**src/rtl/game_sequencer.sv**
```systemverilog
// game_sequencer: whack-a-mole turn/countdown sequencer with per-player scores and high score
module game_sequencer #(
  parameter int COUNTDOWN_SEC = 5,
  parameter int GAME_SEC      = 30,
  parameter int NUM_PLAYERS   = 1,
  parameter int SCORE_W       = 8
) (
  input  logic               clk,
  input  logic               rst_n,
  input  logic               tick_1hz,
  input  logic               btn_start,
  input  logic               btn_pause,
  input  logic               btn_diff,
  input  logic [1:0]         diff_in,
  input  logic [SCORE_W-1:0] score,
  output logic [2:0]         state_o,
  output logic               clear_score,
  output logic               play_en,
  output logic [1:0]         difficulty,
  output logic [1:0]         player_idx,
  output logic [7:0]         time_bcd,
  output logic [7:0]         disp_left,
  output logic [SCORE_W-1:0] disp_right,
  output logic [SCORE_W-1:0] high_score,
  output logic               new_high,
  output logic               game_over
);
  localparam logic [2:0] S_IDLE = 3'd0;
  localparam logic [2:0] S_CD   = 3'd1;
  localparam logic [2:0] S_PL   = 3'd2;
  localparam logic [2:0] S_PA   = 3'd3;
  localparam logic [2:0] S_TE   = 3'd4;
  localparam logic [2:0] S_GO   = 3'd5;
  localparam logic [7:0] CD_BCD   = 8'(COUNTDOWN_SEC);
  localparam logic [7:0] GAME_BCD = {4'(GAME_SEC / 10), 4'(GAME_SEC % 10)};
  localparam logic [1:0] LAST     = 2'(NUM_PLAYERS - 1);

  logic [2:0]         state, state_n;
  logic [7:0]         time_n, time_dec, disp_left_n;
  logic [1:0]         player_n, diff_n, win_idx;
  logic [SCORE_W-1:0] high_n, win_score, disp_right_n;
  logic [SCORE_W-1:0] slot [4];
  logic [SCORE_W-1:0] slot_n [4];
  logic               start_act, last, enter_te, beat_high;

  assign state_o   = state;
  assign start_act = btn_start && state != S_TE && state <= S_GO;
  assign last      = player_idx >= LAST;
  assign enter_te  = state_n == S_TE;
  assign beat_high = enter_te && score > high_score;
  assign time_dec  = time_bcd[3:0] == 4'd0 ? {time_bcd[7:4] - 4'd1, 4'd9}
                                           : {time_bcd[7:4], time_bcd[3:0] - 4'd1};

  // state register; codes 6-7 fall back to IDLE through the next-state logic
  always_ff @(posedge clk or negedge rst_n)
    if (!rst_n) state <= S_IDLE;
    else state <= state_n;

  // next state: start wins over pause, pause wins over tick
  always_comb begin
    state_n = S_IDLE;
    case (state)
      S_IDLE:  state_n = btn_start ? S_CD : S_IDLE;
      S_CD:    state_n = btn_start ? S_CD : (tick_1hz && time_bcd == 8'h01) ? S_PL : S_CD;
      S_PL:    state_n = btn_start ? S_CD : btn_pause ? S_PA : (tick_1hz && time_bcd == 8'h01) ? S_TE : S_PL;
      S_PA:    state_n = btn_start ? S_CD : btn_pause ? S_PL : S_PA;
      S_TE:    state_n = last ? S_GO : S_CD;
      S_GO:    state_n = btn_start ? S_CD : S_GO;
      default: state_n = S_IDLE;
    endcase
  end

  // next values of every registered output, computed from the next state so they line up with it
  always_comb begin
    time_n   = start_act ? CD_BCD
             : (state == S_CD && tick_1hz) ? (time_bcd == 8'h01 ? GAME_BCD : time_dec)
             : (state == S_PL && tick_1hz && !btn_pause) ? time_dec
             : (state == S_TE && !last) ? CD_BCD : time_bcd;
    player_n = start_act ? 2'd0 : (state == S_TE && !last) ? player_idx + 2'd1 : player_idx;
    diff_n   = (btn_diff && (state == S_IDLE || state == S_GO)) ? (diff_in == 2'd3 ? 2'd2 : diff_in) : difficulty;
    high_n   = beat_high ? score : high_score;
    for (int i = 0; i < 4; i++)
      slot_n[i] = start_act ? '0 : (enter_te && player_idx == 2'(i)) ? score : slot[i];
    win_idx   = 2'd0;
    win_score = slot[0];
    for (int i = 1; i < NUM_PLAYERS; i++)
      if (slot[i] > win_score) begin
        win_idx   = 2'(i);
        win_score = slot[i];
      end
    disp_left_n  = state_n == S_IDLE ? 8'h00 : state_n == S_GO ? {6'd0, win_idx} : time_n;
    disp_right_n = state_n == S_IDLE ? SCORE_W'(diff_n) : state_n == S_GO ? win_score : score;
  end

  // output and datapath registers
  always_ff @(posedge clk or negedge rst_n)
    if (!rst_n) begin
      time_bcd    <= '0;
      player_idx  <= '0;
      difficulty  <= '0;
      high_score  <= '0;
      disp_left   <= '0;
      disp_right  <= '0;
      clear_score <= 1'b0;
      play_en     <= 1'b0;
      new_high    <= 1'b0;
      game_over   <= 1'b0;
      for (int i = 0; i < 4; i++) slot[i] <= '0;
    end else begin
      time_bcd    <= time_n;
      player_idx  <= player_n;
      difficulty  <= diff_n;
      high_score  <= high_n;
      disp_left   <= disp_left_n;
      disp_right  <= disp_right_n;
      clear_score <= start_act || (state == S_TE && !last);
      play_en     <= state_n == S_PL;
      new_high    <= beat_high;
      game_over   <= state_n == S_GO;
      for (int i = 0; i < 4; i++) slot[i] <= slot_n[i];
    end
endmodule

```
**config.mk**
```make
export PLATFORM = sky130hd
export DESIGN_NAME = game_sequencer
export DESIGN_NICKNAME = d
export VERILOG_FILES = /design/src/rtl/game_sequencer.sv
export SDC_FILE = /design/constraint.sdc
export NUM_CORES = 1
export LEC_CHECK = 0
export ABC_CLOCK_PERIOD_IN_PS = 6800
export CAP_MARGIN = 20
export CORE_ASPECT_RATIO = 0.5
export CORE_MARGIN = 4
export CORE_UTILIZATION = 40
export CTS_CLUSTER_DIAMETER = 30
export DETAILED_ROUTE_END_ITERATION = 10
export PLACE_DENSITY = 0.71
export SETUP_SLACK_MARGIN = 0.1
export SLEW_MARGIN = 10
export SYNTH_ARGS = -nofsm -noshare
export SYNTH_HDL_FRONTEND = slang
export SYNTH_SLANG_ARGS = --single-unit
```
**constraint.sdc**
```tcl
create_clock -name clk -period 6.8 [get_ports clk]
set_clock_uncertainty 0.2 [all_clocks]
set_input_delay 1.36 -clock clk [delete_from_list [all_inputs] [get_ports clk]]
set_output_delay 1.36 -clock clk [all_outputs]
set_load 0.03 [all_outputs]
```
# [Word-level counts from Yosys, hierarchy flattened]
# Cells that the tools add are included.
[totals] ff_bits=51 output_inout_bits=43 inputBits=16
[classes] add_sub_neg=3 magnitude_cmp=3 n_mux=27 n_eq_ne=11 n_reduce_logical=20
[ops] cell="$mux W8" count=12
[ops] cell="$pmux W3 S6" count=1
[ops] cell="$mux W3" count=5
[ops] cell="$mux W2" count=7
[ops] cell="$eq A3 B3 Y1 const B" count=4
[ops] cell="$logic_and A1 B1 Y1" count=10
[ops] cell="$eq A3 B2 Y1 const B" count=3
[ops] cell="$eq A8 B1 Y1 const B" count=1
[ops] cell="$gt A8 B8 Y1" count=1
[ops] cell="$sub A4 B1 Y4 const B" count=2
[ops] cell="$logic_not A3 Y1" count=2
[ops] cell="$logic_not A4 Y1" count=1
[ops] cell="$reduce_bool A2 Y1" count=2
[ops] cell="$eq A3 B1 Y1 const B" count=1
[ops] cell="$le A3 B3 Y1 const B" count=1
[ops] cell="$ne A3 B3 Y1 const B" count=1
[ops] cell="$add A2 B1 Y2 const B" count=1
[ops] cell="$eq A2 B2 Y1 const B" count=1
[ops] cell="$ge A2 B1 Y1 const B" count=1
[ops] cell="$logic_not A1 Y1" count=2
[ops] cell="$logic_not A2 Y1" count=1
[ops] cell="$logic_or A1 B1 Y1" count=2
[ops] cell="$mux W1" count=2

# [Longest topological paths before layout]
# Gate-level depths: netlist (run 1).
[logic_depth] word_depth=10 depth_mapped=9 mapped_depth_nobuf=7

# [Worst setup path before layout (run 1)]
# OpenSTA, ideal clock, no wires.
[synth_timing] path_type="input port to flip-flop" startpoint="input port score[7]" endpoint="register high_score[1]" stages=7 arrival_time_ns=2.683 slack_ns=3.792 cell_sequence="ha_1 > nand2_1 > o21ai_0 > o211ai_2 > or2_1 > buf_6 > mux2_4"
[synth_between] elab_chain_len=2
[synth_lines] item="start: declaration" line_no="15" text="input logic [SCORE_W-1:0] score,"
[synth_lines] item="$gt A8 B8 Y1" line_no="50" text="assign beat_high = enter_te && score > high_score;"
[synth_lines] item="$logic_and A1 B1 Y1" line_no="50"
[synth_lines] item="end signal: assignment" line_no="113" text="high_score <= high_n;"
[synth_lines] item="end: declaration" line_no="24" text="output logic [SCORE_W-1:0] high_score,"
# Every way passes these cells.
# A chain may end at the register's enable or synchronous reset.

# [Worst setup path in the final report (run 1)]
[layout_timing] startpoint="input port btn_start" endpoint="register high_score[7]"
[layout_between] elab_chain_len=4 word_cells_on_any_way=8 cone_classes="1 x eq/ne; 6 x mux; 1 x reduce/logical"
[layout_lines] item="start: declaration" line_no="11" text="input logic btn_start,"
[layout_lines] item="$mux W2 (tied with other cells)" line_no="66" text="S_PA: state_n = btn_start ? S_CD : btn_pause ? S_PL : S_PA;"
[layout_lines] item="$pmux W3 S6 (*)" line_no="62" text="case (state)"
[layout_lines] item="$eq A3 B3 Y1 (*)" line_no="49" text="assign enter_te = state_n == S_TE;"
[layout_lines] item="$logic_and A1 B1 Y1 (*)" line_no="50"
# Every way passes the cells marked *; elsewhere a longest branch is shown, timed or not.

==> results of run 1 <==
state kept, by name (all words and copies together), names as in the netlist, 2 cells and up:
signal      flops
high_score      8
disp_right      8
disp_left       8
win_score       8
state_o         3
difficulty      2
time_bcd        8
cells in the final DEF (no fill, tap or decap), types with 5 or more instances in the layout:
cell,netlist,layout
sky130_fd_sc_hd__nor2_1,23,23
sky130_fd_sc_hd__nand2_1,27,27
sky130_fd_sc_hd__ha_1,12,12
sky130_fd_sc_hd__mux2i_1,7,7
sky130_fd_sc_hd__o21ai_0,22,22
sky130_fd_sc_hd__dfrtp_1,49,49
sky130_fd_sc_hd__mux2_4,7,7
sky130_fd_sc_hd__clkbuf_16,0,5
sky130_fd_sc_hd__nor3_1,5,5
sky130_fd_sc_hd__inv_1,17,17
sky130_fd_sc_hd__clkdlybuf4s50_1,0,55
sky130_fd_sc_hd__a21oi_1,8,8
worst paths after layout:
check	end	slack, ps	startpoint
setup / recovery	high_score[7]	2980	btn_start
hold / removal	disp_right[5]	320	win_score[5]
setup reg to reg	high_score[7]	4000	time_bcd[4]
hold reg to reg	disp_right[5]	320	win_score[5]
max in group asynchronous	play_en	5100	rst_n
min in group asynchronous	high_score[2]	880	rst_n
worst max-delay path: stages:
cell                              delay, ps
sky130_fd_sc_hd__clkdlybuf4s50_1        530
sky130_fd_sc_hd__nor2_1                 320
sky130_fd_sc_hd__and4_1                 610
sky130_fd_sc_hd__o211ai_2               160
sky130_fd_sc_hd__or2_1                  430
sky130_fd_sc_hd__mux2_4                 370
metal layers:
layer,up-vias,global-route usage,share of wire
met1,925,0.184,0.44
met2,55,0.249,0.49
met4,0,0.0701,0.022
met3,14,0.0425,0.049
li1,903,-,-
met5,-,0,0
metrics by stage:
step / hold slack [ps] / total power [mW] / cell area [sq um]
2_1_floorplan: 289 / 0.396 / 2420
3_3_place_gp: 302 / 0.453 / 3020
3_5_place_dp: 309 / 0.458 / 3020
4_1_cts: 321 / 0.717 / 3180
5_1_grt: 355 / 0.742 / 3180
6_report: 319 / 0.710 / 3180
area by class of cell:
cell class              count  area, sq um
multi-input cells         159         1070
clock buffers               7          153
well taps                  73         91.3
inverters                  17         63.8
fillers                   476         2480
flip-flops and latches     49         1230
repair buffers             57          566
clock inverters             1         5.00
power breakdown:
group / internal (mW) / total (mW) / switching, mW
combinational: 0.0542 / 0.134 / 0.0802
clock: 0.156 / 0.257 / 0.102
sequential: 0.307 / 0.319 / 0.0118
cell families (layout without fill, tap and decap cells):
logic type	Yosys count	after routing	synth area share
simple gates	76	76	0.153
flops	49	49	0.508
compound gates	47	47	0.119
buf+inv	27	82	0.0508
mux	18	18	0.0912
fa+ha+maj	12	12	0.0622
xor+xnor	4	4	0.0145
other cells	1	2	0.00155
==> flow_results.org, run 1 <==
** Worst hold path
- Hold Path Depth :: 2
- The tightest min-delay check is of the flip-flop to flip-flop type.

** Place
- Number of placed instances, taps included :: 355
- Detailed Place HPWL :: 3.88 mm
- Pre-CTS setup slack :: 2710 ps
- Input and output buffers added on the ports amount to 56.
- The congestion estimate from routability-driven global placement came to 0.810.

** GRT
- Final global-route overflow total :: 0
- Wire length of the first global-routing pass :: 9.02 mm
- The initial antenna violation count came to 0.
- Pin count of the biggest net entering global routing :: 50
- The number of global-route vias before repair came to 1921.
- In the global route stage, overall resource usage came out at 0.151.

** Worst setup path
- Crit start category :: primary input
- Number of cells traversed by the worst register-to-register path :: 7
- Data required time of the critical path :: 6770 ps
- Data arrival at the endpoint of the critical path :: 3790 ps
- Along the worst path, the maximum fanout reaches 18.
- The critical path is of the primary input to flip-flop type.
- STA classifies the critical path endpoint as a flip-flop.

** Logic synthesis
- Synth area leaders :: sky130_fd_sc_hd__dfrtp_1 (51%), sky130_fd_sc_hd__ha_1 (6.2%), sky130_fd_sc_hd__o21ai_0 (4.6%)
- Combined area of all synthesized cells :: 2410 sq um
- Synth top cells by count :: sky130_fd_sc_hd__dfrtp_1 (49), sky130_fd_sc_hd__nand2_1 (27), sky130_fd_sc_hd__nor2_1 (23), sky130_fd_sc_hd__o21ai_0 (22), sky130_fd_sc_hd__inv_1 (17)
- Yosys mapped a number of flops with a built-in enable equal to 0.
- Share of the synthesized area in the top cell type :: 0.508
- Main synth FF type :: sky130_fd_sc_hd__dfrtp_1
- After technology mapping, the gate count stands at 234.
- Most common cell in the synthesized netlist :: sky130_fd_sc_hd__dfrtp_1
- Yosys mapped the design onto 40 distinct sky130hd cell types.
- Post-synth ARST share :: 1.00
- The biggest area contributor in the post-synthesis netlist is sky130_fd_sc_hd__dfrtp_1.
- For this run, the register share of the synthesized area comes to 0.508.
- The Yosys step of the flow raised 0 warnings.
- Mean Syn Cell Area :: 10.3 sq um
- Count of state elements after synthesis :: 49

** Timing
- Measured against its own limit, the worst slew margin works out to 0.358.
- Final count of pins violating max slew :: 0
- For this run, the top clock speed supported by timing is approximately 260 MHz.
- Unrepaired setup endpoints after global routing :: no
- Post-layout minimum cycle time :: 3820 ps
- In the post-route analysis, the smallest setup slack over all paths is 2980 ps.
- Number of setup violations in the final report :: 0
- At the pin with the least slew margin, the transition time is 961 ps.
- Of the available clock period, the critical path in the final layout requires 0.562.
- Post-route setup TNS :: 0 ps
- The number of hold violations in the final report came to 0.

** Floorplanning
- The total area inside the core boundary comes to about 5700 sq um.
- Number of cell rows :: 19
- Die width :: 118 microns
- For this configuration, the core starts out at a cell density of 0.427.
- Die area :: 7420 sq um
- In this run the vertical extent of the chip is 62.9 microns.
- Boundary pin count :: 59

** Drt
- Total DRC errors in the routed layout :: 0
- Detailed routing inserted a total of 1897 vias.
- Final routed wire length divided by cell count :: around 15 microns
- In this run the remaining antenna-violating nets after routing total 0.
- After detailed routing, the total wire length is ~5.4 mm.
- Via/cell ratio :: between 5 and 6
- Drt initial violations :: between 100 and 150
- Before antenna repair, the detailed router went through 5 iterations.

** Power
- Worst vdd ir :: ~0.00012 V
- Summed over all cells, the static leakage comes to 1.37 nW.
- Dividing total power by cell area gives a power density of 224 nW/um^2.

** Clocking
- CTS saw 49 sinks.
- Library cell used as clock root buffer :: sky130_fd_sc_hd__clkbuf_16
- In this run, post-CTS repair resized a total of 0 instances.
- Hold_buf cts :: 0
- Clock tree from TritonCTS :: yes
- After clock tree synthesis, the clock-pin slew on the worst setup and hold paths is ~60 ps.
- Buffers added to address setup during post-CTS repair amount to 0.
- Buffers inserted during clock tree synthesis total 5.
- The longest clock path from root to sink contains 2 buffers.
- Skew-Pair Late Insertion Delay :: 290 ps
- Deepest level of the CTS H-tree :: 2

** Cells and area
- For this run, the share of the core covered by cells in the final layout is 0.562.
- Fraction of layout instances using a drive strength above 1 :: 0.0897
- Once layout is complete, the cells apart from fillers number 363.
- Fin nets :: 317
- 0 antenna diodes ended up in the layout.
- Signed area change from the synthesized netlist to the final layout :: 31.7%

** Status
- Status :: completed

** Job
- Max-cap violations in this run came to 0.
Power figures use the tool's default switching activity.
==> inputs of run 2 (changes only) <==
--- a/config.mk
+++ b/config.mk
@@ -5,14 +5,14 @@
 export SDC_FILE = /design/constraint.sdc
 export NUM_CORES = 1
 export LEC_CHECK = 0
-export ABC_CLOCK_PERIOD_IN_PS = 6800
+export ABC_CLOCK_PERIOD_IN_PS = 3300
 export CAP_MARGIN = 20
 export CORE_ASPECT_RATIO = 0.5
 export CORE_MARGIN = 4
 export CORE_UTILIZATION = 40
 export CTS_CLUSTER_DIAMETER = 30
 export DETAILED_ROUTE_END_ITERATION = 10
-export PLACE_DENSITY = 0.71
+export PLACE_DENSITY = 0.73
 export SETUP_SLACK_MARGIN = 0.1
 export SLEW_MARGIN = 10
 export SYNTH_ARGS = -nofsm -noshare
==> constraint.sdc (replaced) <==
create_clock -name clk -period 3.3 [get_ports clk]
set_clock_uncertainty 0.2 [all_clocks]
set_input_delay 0.66 -clock clk [delete_from_list [all_inputs] [get_ports clk]]
set_output_delay 0.66 -clock clk [all_outputs]
set_load 0.03 [all_outputs]
==> flow_results.org, run 2 (synthesis gave the netlist of run 1 again) <==
** Status
- The run finished with clean final reports.

** Clocking
- CTS placed an instance of sky130_fd_sc_hd__clkbuf_16 at the clock tree root.
- Hold repair after CTS inserted 0 buffers.
- Once the clock tree was built, the resizer swapped 0 gates to a different size.
- Counting along the longest clock path gives a buffer depth of 2.
- Clock Sink Count :: 49
- TritonCTS built the clock tree.
- Clock transition at the registers of the reported paths :: about 60 ps
- The number of setup buffers added after CTS is 0.
- Clock buffers created by TritonCTS :: 5
- CTS built an H-tree with a depth of 2.
- Skew-Pair Late Insertion Delay :: ~280 ps

** Power
- Leakage dissipation :: 1.39 nW
- Power per standard cell area :: around 460 nW/um^2
- Worst vdd ir :: between 0.0002 and 0.00025 V
- The completed layout was analyzed and its total power is 1.49 mW.

** Worst setup path
- Along the worst path, the maximum fanout reaches 9.
- The slowest stage of the critical path belongs to the cell sky130_fd_sc_hd__clkdlybuf4s50_1.
- STA classifies the critical path endpoint as a flip-flop.
- Data required time of the critical path :: 3270 ps
- Cell chain of the critical path :: clkdlybuf4s50_1 -> nor3b_2 -> and4_1 -> o211ai_2 -> or2_1 -> mux2_4
- Data arrival at the endpoint of the critical path :: around 2800 ps
- The worst setup path is of the primary input to flip-flop kind.
- The critical path starts at tick_1hz.
- In this run the critical register-to-register path is launched from time_bcd[4].
- For this run, the slowest stage of the critical path takes 480 ps.
- Crit start category :: primary input

** Floorplanning
- Row generation in the floorplan step produced 19 rows.
- The die is 118 microns wide.
- 59 I/O pins were placed.
- Core ar. :: 5660 sq um
- From bottom edge to top edge, the die measures 62.9 microns.
- Starting density of the core :: 0.427
- The die covers 7420 sq um.

** Timing
- Post-layout minimum cycle time :: 2800 ps
- For the pin with the worst max-slew slack, the measured transition is a little over 900 ps.
- Setup violations remaining at the end of the flow were counted as 0.
- Final cycle utilization of the critical path :: 0.848
- The number of hold violations in the final report is 0.
- Achievable frequency :: between 300 and 400 MHz
- The worst pin sits at a relative slew slack of 0.380.
- Adding up every negative setup slack in the final design gives 0 ps.
- Setup ws final :: 502 ps
- Unrepaired setup endpoints after global routing :: no
- Final count of pins violating max slew :: 0

** Drt
- After detailed routing, the number of remaining DRC violations is 0.
- The detailed router finished its first iteration with 83 violations.
- Via/cell ratio :: 5.16
- For this block, the via count after detailed routing is 1895.
- The first detailed-routing pass took 4 iterations.
- Final routed wire length divided by cell count :: 15.2 microns
- Total wire length :: 5.58 mm
- Remaining antenna violation count :: 0

** Cells and area
- Fin nets :: between 300 and 400
- The repair_antennas step left the layout with diodes totalling 0.
- Relative to the synthesized area, the layout overhead comes to 33.2%.
- Final standard cell utilization of the core :: 0.568
- Once layout is complete, the cells apart from fillers number 367.
- Counting the fill cells in the layout gives 500.
- Area occupied by multi-input gates :: roughly 1100 sq um
- Fraction of layout instances using a drive strength above 1 :: 0.102
- Leaving out fill and tap cells, the most frequent cell in the layout is sky130_fd_sc_hd__clkdlybuf4s50_1.
- Commonest cells after routing, fill and taps aside :: sky130_fd_sc_hd__clkdlybuf4s50_1 (55), sky130_fd_sc_hd__dfrtp_1 (49), sky130_fd_sc_hd__nand2_1 (27), sky130_fd_sc_hd__nor2_1 (23), sky130_fd_sc_hd__o21ai_0 (22)
- The sequential cells in the finished layout cover a total of 1230 sq um.

** GRT
- The initial antenna violation count came to 0.
- Via count of the first global-routing pass :: 2015
- GRT Util Overall :: 0.157
- The first global-routing pass estimated just under 10 mm of wire.
- Final global-route overflow total :: 0
- Pin count of the biggest net entering global routing :: 50

** Place
- Number of I/O port buffers :: 56
- At the end of routability-driven placement, the weighted congestion stood at around 0.83.
- Once placement completed, the tool counted placed cells totaling 360.
- The HPWL after detailed placement is 3.95 mm.
- At the placement stage, the worst setup path has a slack of 195 ps.

** Job
- Max-cap violations in this run came to 0.

** Worst hold path
- The path class of the tightest hold or removal check is primary input to asynchronous set/reset pin.
==> run 2: cell types whose count changed in the layout (fill, tap and decap cells not counted) <==
| cell | delta |
|---|---|
| sky130_fd_sc_hd__buf_4 | +4 |
| sky130_fd_sc_hd__clkbuf_8 | -2 |
| sky130_fd_sc_hd__buf_2 | +1 |
| sky130_fd_sc_hd__bufinv_16 | +1 |
==> run 2: layer usage <==
| metal | share of wire | GRT usage | wire length [microns] |
|---|---|---|---|
| met5 | 0 | 0 | 0 |
| met2 | 0.50 | 0.279 | 2800 |
| met1 | 0.45 | 0.191 | 2520 |
| met3 | 0.036 | 0.0353 | 203 |
| met4 | 0.0093 | 0.0511 | 52 |
==> run 2: where the power goes <==
part | switching, mW | internal [mW]
registers | 0.0228 | 0.632
logic | 0.164 | 0.114
clock network | 0.209 | 0.352
==> run 2: through the flow <==
step	hold slack [ps]	cell area [sq um]
after global placement	301	3060
final	269	3220
after CTS	310	3220
after global routing	350	3220
after floorplan	164	2420
after detailed placement	316	3060
==> run 2: path summary, 6_finish.rpt <==
path	end	slack [ps]	cells past startpoint
worst max-delay path	high_score[6]	500	6
worst min-delay path	win_score[5]	270	2
worst max register to register	high_score[6]	740	7
worst min register to register	disp_right[3]	330	2
max in group asynchronous	disp_left[1]	2210	2
min in group clk	disp_right[3]	330	2
==> run 2: cell type report <==
type | instances | share of cell area
sequential | 49 | 0.381
multi-input combinational | 159 | 0.334
timing repair buffer | 62 | 0.187
clock buffer | 5 | 0.0389
tap | 73 | 0.0284
inverter | 17 | 0.0198
clock inverter | 2 | 0.0109
==> run 2: worst max-delay path: cells and delay by family <==
kind                   cells  cell delay (ps)
buffers and inverters      1              480
AND/OR/NAND/NOR            3             1120
AO/OA/AOI/OAI              1              130
multiplexers               1              370
